--- src/rtl/tdc_ctrl_pkg.sv ---
// Shared types and constants for the TDC measurement controller.
// Used by tdc_ctrl and tdc_therm_decode.
package tdc_ctrl_pkg;

  localparam int DATA_WIDTH_DEF = 252;
  localparam int CNT_WIDTH      = 8;
  localparam int CLEAR_CYCLES   = 2;

  typedef enum logic [2:0] {
    IDLE,
    CLEAR,
    ARM,
    LAUNCH,
    STOP,
    SETTLE,
    ACCUM,
    REPORT
  } state_t;

endpackage

--- src/rtl/tdc_therm_decode.sv ---
// Thermometer-code decoder: run length of ones from bit 0.
// Bubble flag port exists only with TDC_CTRL_BUBBLE_CHECK_EN.
module tdc_therm_decode
  import tdc_ctrl_pkg::*;
#(
  parameter int DATA_WIDTH = DATA_WIDTH_DEF
) (
  input  logic [DATA_WIDTH-1:0] dout_i,
`ifdef TDC_CTRL_BUBBLE_CHECK_EN
  output logic                  bubble_o,
`endif
  output logic [CNT_WIDTH-1:0]  count_o
);

  logic run;

  // Count ones until the first zero
  always_comb begin
    count_o = '0;
    run     = 1'b1;
    for (int i = 0; i < DATA_WIDTH; i++) begin
      if (run && dout_i[i]) count_o = count_o + 1'b1;
      else                  run     = 1'b0;
    end
  end

`ifdef TDC_CTRL_BUBBLE_CHECK_EN
  // Any one above the first zero breaks the thermometer
  always_comb begin
    bubble_o = |(dout_i >> count_o);
  end
`endif

endmodule

--- src/rtl/tdc_ctrl.sv ---
// TDC batch controller: clear/arm/launch/stop/settle/accumulate.
// Optional bubble detection with TDC_CTRL_BUBBLE_CHECK_EN.
module tdc_ctrl
  import tdc_ctrl_pkg::*;
#(
  parameter int DATA_WIDTH = DATA_WIDTH_DEF,
  parameter int ACC_WIDTH  = 16
) (
  input  logic                  clock,
  input  logic                  reset,
  input  logic                  start,
  input  logic [7:0]            num_samples,
  input  logic [3:0]            settle_cycles,
  output logic                  busy,
  output logic                  tdc_a,
  output logic                  tdc_b,
  output logic                  tdc_reset_b,
  input  logic [DATA_WIDTH-1:0] tdc_dout,
  output logic                  res_valid,
  input  logic                  res_ready,
  output logic [ACC_WIDTH-1:0]  res_sum,
  output logic [7:0]            res_min,
  output logic [7:0]            res_max,
  output logic                  res_err
);

  state_t               state_q, state_d;
  logic [1:0]           clr_q, clr_d;
  logic [3:0]           settle_q, settle_d;
  logic [3:0]           scnt_q, scnt_d;
  logic [7:0]           rem_q, rem_d;
  logic [ACC_WIDTH-1:0] sum_q, sum_d;
  logic [7:0]           min_q, min_d;
  logic [7:0]           max_q, max_d;
  logic                 a_d, b_d, rb_d, valid_d, busy_d;
  logic [CNT_WIDTH-1:0] count;

`ifdef TDC_CTRL_BUBBLE_CHECK_EN
  logic bubble;
  logic err_q, err_d;

  tdc_therm_decode #(.DATA_WIDTH(DATA_WIDTH)) u_dec (
    .dout_i   (tdc_dout),
    .bubble_o (bubble),
    .count_o  (count)
  );

  // Sticky bubble flag, cleared when a batch is accepted
  always_comb begin
    err_d = err_q;
    if (state_q == IDLE && start) err_d = 1'b0;
    else if (state_q == ACCUM)    err_d = err_q | bubble;
  end

  // Bubble flag register
  always_ff @(posedge clock or posedge reset) begin
    if (reset) err_q <= 1'b0;
    else       err_q <= err_d;
  end

  assign res_err = err_q;
`else
  tdc_therm_decode #(.DATA_WIDTH(DATA_WIDTH)) u_dec (
    .dout_i  (tdc_dout),
    .count_o (count)
  );

  assign res_err = 1'b0;
`endif

  // Next-state and datapath updates
  always_comb begin
    state_d  = state_q;
    clr_d    = clr_q;
    settle_d = settle_q;
    scnt_d   = scnt_q;
    rem_d    = rem_q;
    sum_d    = sum_q;
    min_d    = min_q;
    max_d    = max_q;
    unique case (state_q)
      IDLE: begin
        if (start) begin
          state_d  = CLEAR;
          clr_d    = '0;
          settle_d = settle_cycles;
          rem_d    = (num_samples == 8'd0) ? 8'd1 : num_samples;
          sum_d    = '0;
          min_d    = 8'hFF;
          max_d    = '0;
        end
      end
      CLEAR: begin
        if (clr_q == 2'(CLEAR_CYCLES - 1)) state_d = ARM;
        else                               clr_d   = clr_q + 2'd1;
      end
      ARM:    state_d = LAUNCH;
      LAUNCH: state_d = STOP;
      STOP: begin
        scnt_d  = settle_q;
        state_d = (settle_q == 4'd0) ? ACCUM : SETTLE;
      end
      SETTLE: begin
        if (scnt_q <= 4'd1) state_d = ACCUM;
        else                scnt_d  = scnt_q - 4'd1;
      end
      ACCUM: begin
        sum_d = sum_q + ACC_WIDTH'(count);
        if (count < min_q) min_d = count;
        if (count > max_q) max_d = count;
        rem_d = rem_q - 8'd1;
        if (rem_q > 8'd1) begin
          state_d = CLEAR;
          clr_d   = '0;
        end else begin
          state_d = REPORT;
        end
      end
      REPORT: begin
        if (res_ready) state_d = IDLE;
      end
      default: state_d = IDLE;
    endcase
  end

  // Output levels decoded from the upcoming state
  always_comb begin
    a_d     = state_d inside {LAUNCH, STOP, SETTLE, ACCUM};
    b_d     = state_d inside {STOP, SETTLE, ACCUM};
    rb_d    = state_d inside {ARM, LAUNCH, STOP, SETTLE, ACCUM};
    valid_d = (state_d == REPORT);
    busy_d  = (state_d != IDLE);
  end

  // State, datapath and registered outputs
  always_ff @(posedge clock or posedge reset) begin
    if (reset) begin
      state_q     <= IDLE;
      clr_q       <= '0;
      settle_q    <= '0;
      scnt_q      <= '0;
      rem_q       <= '0;
      sum_q       <= '0;
      min_q       <= '0;
      max_q       <= '0;
      tdc_a       <= 1'b0;
      tdc_b       <= 1'b0;
      tdc_reset_b <= 1'b0;
      res_valid   <= 1'b0;
      busy        <= 1'b0;
    end else begin
      state_q     <= state_d;
      clr_q       <= clr_d;
      settle_q    <= settle_d;
      scnt_q      <= scnt_d;
      rem_q       <= rem_d;
      sum_q       <= sum_d;
      min_q       <= min_d;
      max_q       <= max_d;
      tdc_a       <= a_d;
      tdc_b       <= b_d;
      tdc_reset_b <= rb_d;
      res_valid   <= valid_d;
      busy        <= busy_d;
    end
  end

  assign res_sum = sum_q;
  assign res_min = min_q;
  assign res_max = max_q;

endmodule

--- config.mk ---
export PLATFORM = sky130hd
export DESIGN_NAME = tdc_ctrl
export DESIGN_NICKNAME = d
export VERILOG_FILES = /design/src/rtl/tdc_ctrl_pkg.sv /design/src/rtl/tdc_therm_decode.sv /design/src/rtl/tdc_ctrl.sv
export SDC_FILE = /design/constraint.sdc
export NUM_CORES = 1
export LEC_CHECK = 0
export ABC_AREA = 1
export CAP_MARGIN = 10
export CORE_UTILIZATION = 25
export CTS_BUF_LIST = sky130_fd_sc_hd__clkbuf_16
export DETAILED_ROUTE_END_ITERATION = 8
export DONT_BUFFER_PORTS = 1
export PLACE_DENSITY = 0.46
export SYNTH_ARGS = -nofsm -noshare
export SYNTH_HDL_FRONTEND = slang
export SYNTH_SLANG_ARGS = --single-unit
--- constraint.sdc ---
create_clock -name clock -period 7.5 [get_ports clock]
set_input_delay 1.5 -clock clock [delete_from_list [all_inputs] [get_ports clock]]
set_output_delay 1.5 -clock clock [all_outputs]
set_load 0.01 [all_outputs]
==> results list <==
* Number of buffers between clock root and the deepest sink: 2
* Io pins: between 300 and 400
- After detailed routing, the number of remaining DRC violations is 0.
- The clock reaches the later pin of the worst-skew pair after between 0.3 and 0.4 ns.
* Final non-filler cell area: roughly 0.066 mm²
* Die footprint: 0.1582 mm²
* Startpoint types: input pin
* First-pass GRT wire length: 198000 µm
* Netlist Area Pre-Place: 0.03916 mm²
- Pin count of the biggest net entering global routing: 59
- Vias: a little over 50000
- The tightest hold path in the finished design has a slack of roughly 0.49 ns.
- Final setup slack of the worst path: -108.69 ns
- Post-synthesis async set-or-reset flop share: 100.0%
* Part of the total power dissipated in combinational logic: 63.8%
* Post-synthesis net count: around 8500
- Port Buf Inserts: 0
* Setup skew after layout: between 0.01 and 0.015 ns
- During synthesis, Yosys emitted a total of 0 warnings.
* Net total in the final layout: roughly 11000
- Switching component of the power: around 1.1 mW
- Die boundary width: just under 400 µm
- Total power: ~2.7 mW
* Clock network power share: 18.0%
* Commonest non-fill, non-tap cells in the layout: 2340 x buf_4, 2173 x nand2_1, 1340 x inv_1, 965 x nor2_1, 948 x nand3_1
* Peak Freq: ~0.0086 GHz
- Standby leakage power: ~38 nW
* Number of flops mapped to enable cells by yosys: 0
- Failing checks: setup timing
* RSZ-0062 raised after global routing: yes
* CTS tree: done
* Layout cell share with drive strength beyond 1: 40.16%
- On the worst path, the slowest cell contributes a delay of about 0.30 ns.
- Worst setup slack before clock tree synthesis: -113.64 ns
* Placed instance count: between 10000 and 15000
- The max-slew violation count came to 0.
- Worst hold path type: reg -> reg
* DR pass1 iterations: 6
- In this run the standard cell core region covers approximately 0.15 mm².
* Effective utilization at floorplan: between 20% and 30%
* Placement Cell Area: 0.05749 mm²
- The initial antenna violation count was 6.
- For the pin with the worst max-slew slack, the measured transition is 0.7537 ns.
- Data on the critical path arrives at its endpoint at approximately 120 ns.
* Number of max-cap violations: 0
- Layout Area Growth over Synthesis: 68.22%
- Most common cell after layout, fill and taps aside: buf_4
* Biggest fanout along the worst timing path: 4
- #FFs+latches synth: slightly below 60
* Fill cell instance count of the final layout: between 15000 and 20000
- Global routing consumed, over all layers together, between 10% and 20% of the routing resources.
* GP Congestion: about 0.84
- Internal portion of total power: ~1.6 mW
- Detailed-route wire length: between 100000 and 150000 µm
- Post-synthesis sequential area ratio: under 10%
- Post-synthesis cell type count: slightly above 50
- Dominant register cell in the synthesized netlist: dfrtp_1
- Run status: complete, but fails checks
* Clock root buffer: clkbuf_16
- Maximum resistive drop on vdd: approximately 0.00013 V
* CTS hold repair buffers: 0
- Sw Ratio: 41.27%
- Detailed placer's ending HPWL: between 90000 and 100000 µm
- Headroom to the max-slew limit came out at 49.75%.
- The via count of the first global-routing pass is between 40000 and 50000.
- Level count of the clock H-tree: 3
* Final worst path period share: 1549%
- Crit. Startpoint: tdc_dout[1]
- Post-synthesis area per instance: 4.931 µm²
- Residual overflow from global routing: 0
* Standard-cell row count: about 140
- Power Density: between 40 and 50 mW/mm²
- Setup violations remaining at the end of the flow were counted as 32.
- On the critical path, the stage with the largest delay is an instance of ha_1.
* Worst EP required: just under 8 ns
* Final hold violation count: 0
- Kind of end point of the critical path: flip-flop
- The detailed router finished its first iteration with approximately 1500 violations.
* Clock tree sinks: 58
- Using the TritonRoute via totals, the vias-per-cell ratio works out to about 4.1.
- The number of clock buffers added by TritonCTS is 9.
- Number of instances in the synthesized netlist: approximately 7900
- Clock-pin slew on the worst setup and hold paths: about 0.060 ns
- Non-filler cells in the finished layout: ~12000
- Fraction of power consumed by sequential logic: between 10% and 20%
- Dominant cell type by count on the critical path: ha_4
- Setup CP Type: in -> reg
- Startpoint of the lowest-slack register-to-register path: res_sum[0]
- Post-route minimum period: around 120 ns
* Vertical die dimension: ~400 µm
- Once detail routing completed, the nets flagged for antenna violations numbered 0.
* Critical hold path startpoint: clr_q[1]
* Average routed wire per standard cell: a little under 10 µm
## power groups by stage
stage               Clock [mW]  Combinational (mW)  Sequential, mW
floorplan                    0               0.783           0.477
global placement             0                1.24           0.499
detailed placement           0                1.27           0.501
CTS                      0.499                1.45           0.496
global route             0.516                1.97           0.510
finish                   0.494                1.75           0.497
## logic make-up (layout without fill, tap and decap cells)
group | count (synthesis) | count (layout) | synth area share (%)
and+or+nand+nor | 5420 | 5420 | 61.21
buffers and inverters | 1690 | 4072 | 16.25
xor gates and xnor gates | 329 | 329 | 7.435
adders and majority gates | 280 | 280 | 8.965
AOI/OAI and AO/OA | 164 | 164 | 2.428
DFF | 58 | 58 | 3.706
other | 1 | 2 | 0.009576
## timing repair
action,CTS,global route
buffers inserted,253,105
endpoints found under the setup margin,32,32
gates resized for setup,287,1026
pin swaps,186,496
## layout make-up
| cell class | count | area (µm²) | area share, % |
|---|---|---|---|
| Sequential cell | 58 | 1451 | 2.203 |
| Clock buffer | 9 | 225.2 | 0.3419 |
| Inverter | 1686 | 6465 | 9.814 |
| Multi-Input combinational cell | 6194 | 37140 | 56.37 |
| Clock inverter | 7 | 125.1 | 0.1899 |
| Tap cell | 2044 | 2557 | 3.882 |
| Timing Repair Buffer | 2370 | 17910 | 27.19 |
| Antenna cell | 1 | 2.502 | 0.003799 |
## registers in the layout, summed over array words and instances, names as in the netlist
name         count
busy             1
rem_q            8
state_q          3
res_min          8
res_max          8
clr_q            2
tdc_b            1
settle_q         4
tdc_reset_b      1
tdc_a            1
res_valid        1
scnt_q           4
res_sum         16
## through the flow
stage,util (%),TNS [ns]
floorplan,-,-3333.84
global placement,37.15,-3509.09
detailed placement,37.15,-3564.84
CTS,39.39,-3468.88
global route,42.56,-3599.82
finish,42.56,-3408.34
## metal layers
layer	track usage, %	part of all wire [%]
met2	26.61	50
met1	17.10	45
met5	0	0.066
met3	2.221	3.7
met4	1.607	1.3
## path summary, 6_finish.rpt
| path | cells after the start | to | slack (ns) |
|---|---|---|---|
| min in group asynchronous | 2 | res_min[3] | 1.26 |
| worst max register to register | 20 | res_sum[14] | 4.69 |
| worst max-delay path | 1123 | res_sum[15] | -108.69 |
| max in group asynchronous | 2 | rem_q[4] | 5.73 |
| worst min register to register | 2 | clr_q[1] | 0.49 |
| worst min-delay path | 2 | clr_q[1] | 0.49 |
## critical path, delay by kind of cell
kind                     cells  cell delay, ns
AO/OA/AOI/OAI               68            8.34
buffers and inverters      230           10.53
AND/OR/NAND/NOR            516           50.18
adder cells (fa/ha/maj)    309           75.97
## synth_stat cells, types with 2 or more instances
cell | count | area, µm²
o211ai_1 | 8 | 60.06
o22ai_1 | 10 | 62.56
o21bai_1 | 2 | 15.01
inv_1 | 1521 | 5709
xor2_2 | 2 | 32.53
xnor2_2 | 2 | 32.53
a31oi_1 | 3 | 18.77
inv_4 | 5 | 31.28
nand2_2 | 322 | 2014
nor2_1 | 1105 | 4148
nand2_4 | 6 | 67.56
clkinv_2 | 2 | 10.01
o221ai_1 | 2 | 17.52
or2_2 | 72 | 450.4
inv_2 | 152 | 570.6
nor2_2 | 45 | 281.5
clkinv_1 | 6 | 22.52
nor4_1 | 2 | 12.51
xor2_1 | 276 | 2417
o21a_1 | 2 | 15.01
a21oi_1 | 25 | 125.1
nand4_1 | 151 | 944.7
dfrtp_1 | 58 | 1451
clkbuf_1 | 3 | 11.26
xnor2_1 | 49 | 429.2
o2111ai_1 | 2 | 17.52
nand2_1 | 2570 | 9647
ha_1 | 279 | 3491
and2_1 | 2 | 12.51
nor3_1 | 15 | 75.07
o21ai_0 | 94 | 470.5
nand3_2 | 125 | 1251
nand3b_1 | 2 | 15.01
a22oi_1 | 7 | 52.55
nand3_1 | 999 | 5000
Power figures use the tool's default switching activity.
